[src/rtl/rr_mux_reg.sv]
// rr_mux_reg: N-channel arbitrated multiplexer feeding a single registered output stage.
//   A round-robin (RR=1) or fixed-priority (RR=0, lowest index wins) arbiter picks one
//   valid input per cycle and loads it into the output register whenever that register
//   is empty or draining.
// Ports:
//   clk        rising-edge clock
//   reset      synchronous, active-high reset
//   in_data    N*WIDTH packed channel data, channel i at [i*WIDTH +: WIDTH]
//   in_valid   per-channel offer
//   in_ready   per-channel accept (combinational from in_valid/out_ready/out_valid)
//   out_data   registered selected data
//   out_sel    index of the channel that supplied out_data
//   out_valid  output register holds data
//   out_ready  sink accepts this cycle
module rr_mux_reg #(
    parameter int unsigned WIDTH = 32,
    parameter int unsigned N     = 4,
    parameter int unsigned RR    = 1,
    localparam int unsigned SELW = (N > 1) ? $clog2(N) : 1
) (
    input  logic                 clk,
    input  logic                 reset,
    input  logic [N*WIDTH-1:0]   in_data,
    input  logic [N-1:0]         in_valid,
    output logic [N-1:0]         in_ready,
    output logic [WIDTH-1:0]     out_data,
    output logic [SELW-1:0]      out_sel,
    output logic                 out_valid,
    input  logic                 out_ready
);

    logic [SELW-1:0]  ptr;
    logic [SELW-1:0]  base;
    logic [SELW-1:0]  gsel;
    logic [N-1:0]     grant;
    logic [WIDTH-1:0] gdata;
    logic             found;
    logic             ld;

    // Fixed priority is round-robin with the search start pinned at channel 0.
    assign base = (RR != 0) ? ptr : '0;

    // Output register can take a new word when empty or draining; reset blocks all transfers.
    assign ld = (~out_valid | out_ready) & ~reset;

    // Grant search: first pass covers channels base..N-1, second pass wraps to 0..base-1.
    always_comb begin
        grant = '0;
        gsel  = '0;
        gdata = '0;
        found = 1'b0;
        for (int unsigned i = 0; i < N; i++) begin
            if (!found && in_valid[i] && (SELW'(i) >= base)) begin
                found    = 1'b1;
                grant[i] = 1'b1;
                gsel     = SELW'(i);
                gdata    = in_data[i*WIDTH +: WIDTH];
            end
        end
        for (int unsigned i = 0; i < N; i++) begin
            if (!found && in_valid[i]) begin
                found    = 1'b1;
                grant[i] = 1'b1;
                gsel     = SELW'(i);
                gdata    = in_data[i*WIDTH +: WIDTH];
            end
        end
    end

    assign in_ready = grant & {N{ld}};

    // Output register and arbitration pointer; pointer only moves on an actual load.
    always_ff @(posedge clk) begin
        if (reset) begin
            out_valid <= 1'b0;
            out_data  <= '0;
            out_sel   <= '0;
            ptr       <= '0;
        end else if (ld) begin
            if (found) begin
                out_data  <= gdata;
                out_sel   <= gsel;
                out_valid <= 1'b1;
                if (RR != 0) begin
                    // Wrap at N so non-power-of-two channel counts never point past the end.
                    ptr <= (gsel == SELW'(N - 1)) ? '0 : gsel + SELW'(1);
                end
            end else begin
                out_valid <= 1'b0;
            end
        end
    end

endmodule
[config.mk]
export PLATFORM = sky130hd
export DESIGN_NAME = rr_mux_reg
export DESIGN_NICKNAME = d
export VERILOG_FILES = /design/src/rtl/rr_mux_reg.sv
export SDC_FILE = /design/constraint.sdc
export NUM_CORES = 1
export LEC_CHECK = 0
export BUFFER_PORTS_ARGS = -buffer_cell sky130_fd_sc_hd__buf_4
export CELL_PAD_IN_SITES_DETAIL_PLACEMENT = 0
export CELL_PAD_IN_SITES_GLOBAL_PLACEMENT = 1
export CORE_UTILIZATION = 27
export CTS_CLUSTER_SIZE = 25
export DETAILED_ROUTE_END_ITERATION = 16
export PLACE_DENSITY_LB_ADDON = 0.08
export SLEW_MARGIN = 20
export SYNTH_ARGS = -nofsm -noshare
export SYNTH_HDL_FRONTEND = slang
export SYNTH_SLANG_ARGS = --single-unit
[constraint.sdc]
create_clock -name clk -period 3.8 [get_ports clk]
set_input_delay 0.19 -clock clk [delete_from_list [all_inputs] [get_ports clk]]
set_output_delay 0.19 -clock clk [all_outputs]
set_load 0.03 [all_outputs]
==> key figures <==
Clocking
  – CTS tree: yes
  – Number of setup buffers added after CTS: 0
  – H-Tree Level Count: 2
  – Max clock buf depth: 2
  – Cts bufs inserted: 5
  – Num Clock Sinks: 37
  – Clock Latency Late Sink: 300 ps
  – Root Buffer: clkbuf_16
  – # hold bufs at CTS: 0
  – Worst-path clk slew: 60 ps
  – Post-CTS sizing: 0

Timing
  – Worst Max-Slew Pin Slew: 1060 ps
  – Slew Viols, Final: 0
  – Endpoints failing hold: 0
  – Period utilisation layout: 0.815
  – Max Fclk: 323 MHz
  – RSZ-0062 raised after global routing: no
  – Total Neg Setup Slack: 0 ps
  – Final Critical Period: 3100 ps
  – Clk_skew: 4.95 ps
  – Final setup fails: 0
  – Slew headroom: 0.295

Detailed routing
  – Routed WL: 15.8 mm
  – Drt pass-1 iters: 5
  – Post-DR vias/cell: 5.89
  – WL/cell: 21.6 um
  – Post-DRT Antenna Nets: 0
  – DRC viols: 0
  – DR vias: 4294
  – DRT iter0 DRCs: 301

Logic synthesis
  – Post-synth top cells: a21oi_1 (51), nand2_1 (42), nand3_1 (41)
  – Yosys reg bits: 37
  – Post-synth ARST share: 0
  – Count of cell types in the netlist: 41
  – Synthesized Nets: 579
  – Most frequent cell after synthesis: a21oi_1
  – Avg Inst Size Synth: 7.45 um^2
  – Synth area leader: dfxtp_1
  – Ys Warns: 0
  – Synth top area cells: dfxtp_1 (22%), a221o_1 (8.8%), a21oi_1 (7.7%), nand3_1 (6.2%), nand2_1 (4.8%)
  – Post-synth EDFFs: 0
  – Main synth FF type: dfxtp_1
  – Cell count after synthesis: 444
  – Post-Syn Area: 3310 um^2
  – Post-synth top area share: 0.224
  – Post-synthesis sequential area ratio: 0.224

Worst setup path
  – Worst R2R Setup Slack: 930 ps
  – WP data required: 3610 ps
  – Endpoint type of the worst setup path: primary output
  – Startpoint types: flip-flop
  – Crit path arrival time: 2910 ps
  – Crit Path Class: flip-flop to primary output
  – Critical Path Fanout Max: 32

Floorplanning
  – Die ar.: 12700 um^2
  – Core area: 12000 um^2
  – Die Width: 113 um
  – Site Rows: 40
  – # IOs: 174
  – Initial core utilization: 0.276
  – Die height: 113 um

Global routing
  – Gr ovfl total: 0
  – Global route hottest layer: met2
  – GRT Util Overall: 0.245
  – Met1 Use GR: 0.297
  – First-pass GRT wire length: 23.8 mm
  – Met2 Track Usage GR: 0.426
  – Initial antenna violation count: 0
  – M3 GR Usage: 0.0686
  – Vias in the first global route: 4301
  – Largest net degree at the start of global routing: 42

Placement
  – Post-DP HPWL: 10.2 mm
  – Port Buffers: 173
  – Routability Congestion: 0.835

Run
  – Maxcap violations: 0

Layout
  – Final Util: 0.399
  – Fin nets: 716
  – Layout cell share with drive strength beyond 1: 0.366
  – Antenna Cells: 0
  – P&R area growth vs syn: 44.2%

Pwr
  – Pint: 1.04 mW
  – Leakage: 2.01 nW
  – Sequential power share: 0.297
  – PD cells: 358 nW/um^2
  – Part of the power in combinational logic: 0.450
  – Switch Pwr: 0.666 mW
  – Switching part of the total: 0.390
  – IR drop worst, VDD: 0.000142 V
  – Clock group share of total power: 0.254

Status
  – Status: completed

Hold path
  – Worst Hold Class: input pin to flip-flop
worst max-delay path, cell delays in order (launching register included):
cell      delay, ps
dfxtp_2         760
nand3_1         730
nor2_4          690
o21bai_1        170
inv_1            90
buf_4           150
state kept, by name, summed over array words and instances, names as in the netlist:
register and count:
base 2, out_data 32, out_sel 2, out_valid 1
cells in the final DEF (no fill, tap or decap), drive strengths merged, types with 10 or more instances in the layout:
cell type / Yosys / final
mux2: 10 / 10
or3: 12 / 12
dfxtp: 37 / 37
nor2: 18 / 18
a21oi: 51 / 51
a211oi: 20 / 20
nand3: 41 / 41
buf: 24 / 183
o2bb2ai: 16 / 16
a221oi: 14 / 14
o32ai: 13 / 13
a221o: 29 / 29
nand2: 43 / 43
o211ai: 19 / 19
nor2b: 16 / 16
routing by layer:
metal  up-vias  part of all wire  wire length (um)
met5         -                 0                 0
met4         0             0.012               192
met3        13             0.091              1430
met2       214              0.48              7560
met1      2063              0.42              6580
li1       2004                 -                 -
final cells by class:
cell class              instances  area, um^2
clock buffers                   8         136
fillers                      1255        7190
inverters                       4        15.0
multi-input cells             350        2320
flip-flops and latches         37         742
well taps                     147         184
repair buffers                183        1370
power groups by stage:
stage	Clock (mW)	Combinational, mW	Sequential (mW)
after global placement	0	0.760	0.515
after CTS	0.444	0.766	0.507
after global routing	0.457	0.821	0.514
final	0.433	0.767	0.506
after floorplan	0	0.333	0.622
after detailed placement	0	0.764	0.515
cells by family (layout without fill, tap and decap cells):
logic type | after synthesis | count (layout) | share of synthesized area
AOI/OAI and AO/OA | 183 | 183 | 0.418
buffers and inverters | 57 | 195 | 0.0798
DFF | 37 | 37 | 0.224
muxes | 16 | 16 | 0.0522
and+or+nand+nor | 151 | 151 | 0.226
worst paths after layout:
check                               start                   endpoint  cells after the start
setup / recovery     base[1]$_SDFFE_PP0P_                in_ready[2]                      5
hold / removal                in_data[95]  out_data[31]$_SDFFE_PP0P_                      3
setup reg to reg     base[1]$_SDFFE_PP0P_  out_data[28]$_SDFFE_PP0P_                      5
hold reg to reg   out_sel[1]$_SDFFE_PP0P_    out_sel[1]$_SDFFE_PP0P_                      2
metrics by stage:
stage	cells	area (um^2)	hold WS, ps	setup WS [ps]	power (mW)
2_1_floorplan	444	3310	331	1730	0.955
3_3_place_gp	721	4630	446	967	1.27
3_5_place_dp	721	4630	461	887	1.28
4_1_cts	729	4770	157	619	1.72
5_1_grt	729	4770	172	487	1.79
6_report	729	4770	158	701	1.71
Power figures use the tool's default switching activity.
